<file path="src/rtl/ma3_pkg.sv">
// Shared types and helpers for the 3-tap moving-sum stimulus/checker and its reference model.
package ma3_pkg;

    localparam int unsigned SAMPLE_W = 8;
    localparam int unsigned IDX_W    = 16;

    typedef logic signed [SAMPLE_W-1:0] sample_t;

    typedef enum logic [1:0] {
        WAIT,
        RUN,
        DRAIN,
        DONE
    } state_t;

    // Galois mask for x^8+x^6+x^5+x^4+1 (right-shifting form)
    localparam logic [SAMPLE_W-1:0] LFSR_TAPS = 8'hB8;
    localparam logic [IDX_W-1:0]    IDX_NONE  = 16'hFFFF;

    typedef struct packed {
        logic [IDX_W-1:0] idx;
        sample_t          exp;
    } chk_t;

    // Three-tap sum with two's-complement wrap in the sample width
    function automatic sample_t ma3_sum(sample_t a, sample_t b, sample_t c);
        return a + b + c;
    endfunction

    function automatic logic [SAMPLE_W-1:0] lfsr_step(logic [SAMPLE_W-1:0] s);
        return s[0] ? ((s >> 1) ^ LFSR_TAPS) : (s >> 1);
    endfunction

endpackage

</file>
<file path="src/rtl/ma3_delay_line.sv">
// Valid+data shift register aligning expected values with DUT latency; DEPTH=0 is a wire.
module ma3_delay_line #(
    parameter int unsigned W     = 8,
    parameter int unsigned DEPTH = 1
) (
    input  logic         clk,
    input  logic         rst_n,
    input  logic         in_valid,
    input  logic [W-1:0] in_data,
    output logic         out_valid,
    output logic [W-1:0] out_data
);

    if (DEPTH == 0) begin : g_pass
        logic unused_clk_rst;
        assign unused_clk_rst = clk ^ rst_n;
        assign out_valid      = in_valid;
        assign out_data       = in_data;
    end else begin : g_shift
        logic [DEPTH-1:0] vld_q;
        logic [W-1:0]     dat_q [DEPTH];

        always_ff @(posedge clk or negedge rst_n) begin
            if (!rst_n) begin
                vld_q <= '0;
                for (int i = 0; i < DEPTH; i++) begin
                    dat_q[i] <= '0;
                end
            end else begin
                vld_q[0] <= in_valid;
                dat_q[0] <= in_data;
                for (int i = 1; i < DEPTH; i++) begin
                    vld_q[i] <= vld_q[i-1];
                    dat_q[i] <= dat_q[i-1];
                end
            end
        end

        assign out_valid = vld_q[DEPTH-1];
        assign out_data  = dat_q[DEPTH-1];
    end

endmodule

</file>
<file path="src/rtl/moving_average3_stim_check.sv">
// Self-contained stimulus source and checker for a 3-tap moving-sum DUT:
// drives an LFSR sample stream, recomputes the sum and reports done/pass/error statistics.
module moving_average3_stim_check
    import ma3_pkg::*;
#(
    parameter int unsigned NUM_SAMPLES = 256,
    parameter int unsigned DUT_LATENCY = 1,
    parameter int unsigned WARMUP      = 2,
    parameter logic [7:0]  LFSR_SEED   = 8'hA5
) (
    input  logic        system1000,
    input  logic        system1000_rstn,
    output sample_t     eta_i1,
    input  sample_t     topLet_o,
    output logic        done,
    output logic        pass,
    output logic [15:0] err_cnt,
    output logic [15:0] first_err_idx
);

    if (NUM_SAMPLES < 1 || NUM_SAMPLES > 65535) begin : g_bad_num_samples
        $error("NUM_SAMPLES must be within 1..65535");
    end
    if (DUT_LATENCY > 7) begin : g_bad_latency
        $error("DUT_LATENCY must be within 0..7");
    end

    localparam logic [SAMPLE_W-1:0] SEED       = (LFSR_SEED == 8'h00) ? 8'h01 : LFSR_SEED;
    localparam logic [IDX_W-1:0]    LAST_IDX   = IDX_W'(NUM_SAMPLES - 1);
    localparam logic [IDX_W-1:0]    WARM_LAST  = IDX_W'(WARMUP - 1);
    localparam logic [IDX_W-1:0]    DRAIN_LAST = IDX_W'(DUT_LATENCY - 1);
    localparam int unsigned         CHK_W      = $bits(chk_t);

    state_t                state_q, state_d;
    logic [IDX_W-1:0]      cnt_q, cnt_d;
    logic [IDX_W-1:0]      idx_q, idx_d;
    logic [SAMPLE_W-1:0]   lfsr_q, lfsr_d;
    sample_t               eta_d;
    logic                  eta_vld_q, eta_vld_d;
    sample_t               x1_q, x2_q;
    logic                  done_d, pass_d;
    logic [15:0]           err_d, first_d;

    chk_t                  exp_c, dly_c;
    logic [CHK_W-1:0]      dly_data_c;
    logic                  dly_vld_c;
    logic                  mismatch_c;

    // State register
    always_ff @(posedge system1000 or negedge system1000_rstn) begin
        if (!system1000_rstn) begin
            state_q <= WAIT;
        end else begin
            state_q <= state_d;
        end
    end

    // Next-state, stimulus and comparison bookkeeping
    always_comb begin
        state_d   = state_q;
        cnt_d     = cnt_q;
        idx_d     = idx_q;
        lfsr_d    = lfsr_q;
        eta_d     = '0;
        eta_vld_d = 1'b0;
        err_d     = err_cnt;
        first_d   = first_err_idx;
        done_d    = done;
        pass_d    = pass;

        case (state_q)
            WAIT: begin
                if (WARMUP == 0 || cnt_q == WARM_LAST) begin
                    state_d = RUN;
                end else begin
                    cnt_d = cnt_q + IDX_W'(1);
                end
            end
            RUN: begin
                if (idx_q == LAST_IDX) begin
                    state_d = (DUT_LATENCY == 0) ? DONE : DRAIN;
                    cnt_d   = '0;
                end else begin
                    idx_d = idx_q + IDX_W'(1);
                end
            end
            DRAIN: begin
                if (cnt_q == DRAIN_LAST) begin
                    state_d = DONE;
                end else begin
                    cnt_d = cnt_q + IDX_W'(1);
                end
            end
            DONE: begin
                state_d = DONE;
            end
            default: begin
                state_d = WAIT;
            end
        endcase

        // A fresh sample is presented in every cycle spent in RUN
        if (state_d == RUN) begin
            lfsr_d    = lfsr_step(lfsr_q);
            eta_d     = sample_t'(lfsr_d);
            eta_vld_d = 1'b1;
        end

        if (mismatch_c) begin
            if (err_cnt != 16'hFFFF) begin
                err_d = err_cnt + 16'd1;
            end
            if (first_err_idx == IDX_NONE) begin
                first_d = dly_c.idx;
            end
        end

        if (state_d == DONE) begin
            done_d = 1'b1;
            pass_d = (err_d == 16'd0);
        end
    end

    // Datapath registers, model history and outputs
    always_ff @(posedge system1000 or negedge system1000_rstn) begin
        if (!system1000_rstn) begin
            cnt_q         <= '0;
            idx_q         <= '0;
            lfsr_q        <= SEED;
            eta_i1        <= '0;
            eta_vld_q     <= 1'b0;
            x1_q          <= '0;
            x2_q          <= '0;
            err_cnt       <= '0;
            first_err_idx <= IDX_NONE;
            done          <= 1'b0;
            pass          <= 1'b0;
        end else begin
            cnt_q         <= cnt_d;
            idx_q         <= idx_d;
            lfsr_q        <= lfsr_d;
            eta_i1        <= eta_d;
            eta_vld_q     <= eta_vld_d;
            x1_q          <= eta_i1;
            x2_q          <= x1_q;
            err_cnt       <= err_d;
            first_err_idx <= first_d;
            done          <= done_d;
            pass          <= pass_d;
        end
    end

    always_comb begin
        exp_c     = '0;
        exp_c.idx = idx_q;
        exp_c.exp = ma3_sum(eta_i1, x1_q, x2_q);
    end

    ma3_delay_line #(
        .W     (CHK_W),
        .DEPTH (DUT_LATENCY)
    ) u_align (
        .clk       (system1000),
        .rst_n     (system1000_rstn),
        .in_valid  (eta_vld_q),
        .in_data   (exp_c),
        .out_valid (dly_vld_c),
        .out_data  (dly_data_c)
    );

    // X/Z on the DUT output is treated as a mismatch
    always_comb begin
        dly_c      = chk_t'(dly_data_c);
        mismatch_c = dly_vld_c && (topLet_o !== dly_c.exp);
    end

endmodule

</file>
<file path="config.mk">
export PLATFORM = sky130hd
export DESIGN_NAME = moving_average3_stim_check
export DESIGN_NICKNAME = d
export VERILOG_FILES = /design/src/rtl/ma3_pkg.sv /design/src/rtl/ma3_delay_line.sv /design/src/rtl/moving_average3_stim_check.sv
export SDC_FILE = /design/constraint.sdc
export NUM_CORES = 1
export LEC_CHECK = 0
export CAP_MARGIN = 20
export CORE_UTILIZATION = 50
export DETAILED_ROUTE_END_ITERATION = 10
export PLACE_DENSITY_LB_ADDON = 0.3
export SLEW_MARGIN = 20
export SYNTH_ARGS = -nofsm -noshare
export SYNTH_HDL_FRONTEND = slang
export SYNTH_HIERARCHICAL = 1
export SYNTH_SLANG_ARGS = --single-unit
</file>
<file path="constraint.sdc">
create_clock -name system1000 -period 5.2 [get_ports system1000]
set_input_delay 0.52 -clock system1000 [delete_from_list [all_inputs] [get_ports system1000]]
set_output_delay 0.52 -clock system1000 [all_outputs]
set_load 0.005 [all_outputs]
</file>
### Word level (Yosys, flattened, before mapping)

Index checks and enable logic that the tools add are counted.

* logic and storage cells: 55
* output and inout port bits: 42
* flip-flop bits (word level): 126
* input bits: 10

* $add $sub $neg: 5
* equal/unequal tests: 13
* bitwise logic cells: 2
* reductions and logical operators: 8
* multiplexer cells: 13

Operator list (count)
* $mux 16: 5
* $add 16x1->16 const B: 3
* $pmux 16 s3: 1
* $logic_not 16->1: 2
* $add 8x8->8: 2
* $eq 16x1->1 const B: 1
* $eq 16x16->1 const B: 1
* $eq 16x8->1 const B: 1
* $mux 8: 2
* $ne 16x16->1 const B: 1
* $nex 8x8->1: 1
* $pmux 2 s4: 1
* $eq 2x2->1 const B: 3
* $mux 2: 3
* $ne 2x2->1 const B: 3
* $eq 2x1->1 const B: 2
* $not 3->4: 1
* $reduce_and 2->1: 2
* $reduce_and 4->1: 1
* $reduce_bool 3->1: 1
* $logic_not 2->1: 1
* $logic_and 1x1->1: 1
* $mux 1: 1
* $not 1->1: 1

### Depth between registers and ports, before layout

* word-level depth: 5
* depth in mapped cells: 12
* gate-level depth less buffers: 12

### Hierarchy

Netlist, hierarchy kept.

By module, submodules not included
* moving_average3_stim_check: cells each 418, instances 1, seq. area each 2552.4 sq um, area each 4849.7 sq um
* ma3_delay_line: cells each 25, instances 1, seq. area each 625.6 sq um, area each 625.6 sq um

### Least setup slack after synthesis

OpenSTA, ideal clock, no wires.

* path kind: reg-to-reg
* start point: register err_cnt[0]
* end point: register pass
* stages on the path, launching flop included: 9
* setup slack: 2.698 ns
* path buffers: 0
* data arrival time: 2.406 ns
* cell sequence: dfrtp_1 > ha_1 > and4_1 > and4_1 > nand2_1 > nor3b_1 > mux2_1 > or4_1 > o31ai_1

* cells in the longest elaborated chain, start to end: 4
* elaborated cells on any way between the ends: 5
* classes of those cells: add/sub: 1; eq/ne: 1; mux: 2; reduce/logical: 1

RTL lines
* start: declaration: RTL line moving_average3_stim_check.sv:17 `output logic [15:0] err_cnt,`
* start signal: assignment: RTL line moving_average3_stim_check.sv:146 `err_cnt <= err_d;`
* $add 16x1->16 or $ne 16x16->1 (tied branches): RTL line moving_average3_stim_check.sv:111, moving_average3_stim_check.sv:110
* $mux 16 (*): RTL line moving_average3_stim_check.sv:110 `if (err_cnt != 16'hFFFF) begin`
* $mux 16 (*): RTL line moving_average3_stim_check.sv:109 `if (mismatch_c) begin`
* net err_d[14]: RTL line moving_average3_stim_check.sv:42 `logic [15:0] err_d, first_d;`
* $logic_not 16->1 (*): RTL line moving_average3_stim_check.sv:120 `pass_d = (err_d == 16'd0);`
* end signal: assignment: RTL line moving_average3_stim_check.sv:149 `pass <= pass_d;`
* end: declaration: RTL line moving_average3_stim_check.sv:16 `output logic pass,`

Mark *: on every way through the listed nets, which the timed path passes. The rest lies on a longest branch.
A chain may end at the register's enable or synchronous reset.

### Final worst setup path

* start point: input port topLet_o[7]
* end point: register pass

* cells in the longest elaborated chain, start to end: 4

RTL lines
* start: declaration: RTL line moving_average3_stim_check.sv:14 `input sample_t topLet_o,`
* $nex 8x8->1: RTL line moving_average3_stim_check.sv:174 `mismatch_c = dly_vld_c && (topLet_o !== dly_c.exp);`
* $logic_and 1x1->1: RTL line moving_average3_stim_check.sv:174
* $mux 16: RTL line moving_average3_stim_check.sv:109
* net err_d[14]: RTL line moving_average3_stim_check.sv:42
* $logic_not 16->1: RTL line moving_average3_stim_check.sv:120

The timed path passes the listed nets, and every way through them passes these cells.

==> results.yml <==
clock_network:
  cts_root_buf: "clkbuf_8"
  clk_latency_ps: 520
  h-tree-depth: 4
  cts_tree: "done"
  cts.sinks: 126
  cts_setup_buffers: 0
  cts_made_buffers: 17
  ctsLongestPathBuffers: 2
  cts.repair.resized: 0
  cts_hold_buf: 0
  clk_pin_slew_worst_paths_ps: 60
pwr:
  switching_share_pct: 20.8
  seqPwrFrac_pct: 42.1
  vdd_drop_max_mv: 0.234
  p_comb_share_pct: 6.2
  net-switching-power_uw: 524
  power_density_nw_per_um2: 371
  internal_power_mw: 2.00
  leakagePower_nw: 3.18
  clkPwrFrac_pct: 51.7
floorplan:
  start_util_pct: 52.3
  die_h_um: 107
  io_pins: 52
  dieWidth_um: 107
  die_area_um2: 11400
  row_count: 37
  coreArea_um2: 10500
sta:
  rsz0062_at_grt: "no"
  final.setup.tns_ps: 0
  post-route-period-util_pct: 57.9
  setup_viol: 0
  whs_ps: 24.9
  final-hold-violation-count: 0
  fmax_mhz: 332
  worst_slew_pin_slew_ps: 857
  finalCriticalPeriod_ps: 3010
  slew_viol_final: 0
  slew_headroom_pct: 42.7
  skew_ps: 10.7
layout:
  instances_no_fill: 655
  drive_gt1_share_pct: 15.4
  synthToLayoutAreaGrowth_pct: 24.1
  layout.nets: 535
  final_common_cell: "dfrtp_1"
  insertedDiodeCount: 0
  final_cell_mix: "dfrtp_1, clkdlybuf4s50_1, xnor2_1, nand2_1"
setup_path:
  required_ps: 5630
  rrSetupSlack_ps: 2190
  arrival_ps: 3440
  critical_path_class: "in -> reg"
  critPathCaptureType: "register"
  crit_path_max_fanout: 12
  r2r-start: "idx_q[13]"
  start_kind: "input pin"
  crit_start: "topLet_o[7]"
hold_path:
  hp-class: "in -> async"
drt:
  first_pass_iters: 4
  wl_per_cell_um: 15.0
  drtIter0Drc: 259
  vias: 3541
  vias_per_cell: 5.41
  antenna_left: 0
  routed_wirelength_um: 9850
  drc: 0
synthesis:
  synth_warnings: 6
  synth_area_per_cell_um2: 12.4
  synth-async-reset-ratio_pct: 100
  syn_area_um2: 5480
  synth_cell_types: 47
  yosysSeqAreaShare_pct: 58.0
  synth-edff-count: 0
  synthesis.nets: 472
  synthCells: 443
  ys_ff_latch: 126
  yosys_most_used_dff: "dfrtp_1"
global_routing:
  grt_start_max_net_pins: 84
  first_global_vias: 3507
  track_usage_pct: 19.2
  grt_pass1_wl_um: 16600
  overflow: 0
  antenna_found_initial: 0
run_status:
  status: "finished, final reports clean"
placed_design:
  dp_hpwl_um: 6660
  io_buffers: 51
  gp_congestion: 0.835
  placedCellCount: 623
flow_run:
  max_cap_viol_count: 0
-- cell families (layout without fill, tap and decap cells) --
family / count (synthesis) / count (layout) / synth area share, %
and+or+nand+nor: 142 / 142 / 14.3
DFF: 126 / 126 / 58.0
xor gates and xnor gates: 57 / 57 / 9.12
AOI/OAI and AO/OA: 51 / 51 / 6.95
buffers and inverters: 28 / 104 / 2.06
muxes: 20 / 20 / 4.09
adders and majority gates: 19 / 19 / 5.44
-- registers in the layout (all words and copies together) (netlist names) --
register	flops
done	1
eta_vld_q	1
u_align/out_valid	1
lfsr_q	8
first_err_idx	16
pass	1
err_cnt	16
x1_q	8
state_q	2
u_align/out_data	24
x2_q	8
eta_i1	8
cnt_q	16
idx_q	16
-- final cells by class --
class	instances	area [um2]
timing repair buffer	53	527
tap	136	170
clock inverter	11	211
multi-input combinational	289	2180
fill	795	3670
inverter	19	73.8
clock buffer	21	449
sequential	126	3180
-- synthesized netlist by cell type, drive strengths merged (2+ instances only) --
cell type    n  area [um2]
a211oi       3        35.0
a21o         9        67.6
a21oi       15        78.8
a41oi        2        36.3
and2         9        56.3
and3        12        75.1
and4         5        43.8
buf          4        20.0
clkbuf       5        18.8
dfrtp      106        2650
dfstp       20         526
fa           8         160
ha          11         138
inv         19        73.8
mux2        19         214
nand2       34         130
nand2b       3        18.8
nand3       14        70.1
nand4       17         113
nor2        24        90.1
nor3         3        15.0
nor3b        2        15.0
nor4         8        80.1
o21a         4        30.0
o21ai        9        45.0
o21bai       2        15.0
o31ai        2        15.0
or3          6        37.5
or4          3        22.5
xnor2       33         289
xor2        24         210
-- critical path, stage by stage --
cell,delay [ps]
clkdlybuf4s50_1,500
xor2_1,210
nor4_1,110
a21boi_1,660
nor3b_1,320
mux2_1,370
or4_1,520
o31ai_1,220
-- metrics by stage --
step	util, %	setup slack, ps	total power, mW	area (um2)
4_1_cts	64.9	2190	2.55	6790
3_5_place_dp	58.6	1740	1.24	6130
3_3_place_gp	58.6	1910	1.23	6130
5_1_grt	64.9	1970	2.61	6790
2_1_floorplan	-	2700	1.14	5480
6_report	64.9	2190	2.52	6790
-- power by group through the flow --
stage               Sequential, mW  Clock [mW]  Combinational [mW]
global placement              1.08           0               0.153
finish                        1.06        1.30               0.156
CTS                           1.06        1.33               0.159
floorplan                     1.06           0              0.0738
detailed placement            1.08           0               0.157
global route                  1.07        1.37               0.171
-- worst paths after layout --
path,end,cells past startpoint
max,pass,8
min,err_cnt[13],1
max reg2reg,cnt_q[8],8
min reg2reg,u_align/out_valid,0
max in group asynchronous,lfsr_q[5],2
min in group system1000,u_align/out_valid,0
-- metal layers --
layer	up-vias	track usage [%]	wire, um	part of all wire, %
li1	1667	-	-	-
met1	1780	24.3	4460	45
met2	74	30.8	4800	49
met3	20	4.62	388	3.9
met4	0	9.88	204	2.1
met5	-	0	0	0
(Power assumes the default switching activity.)
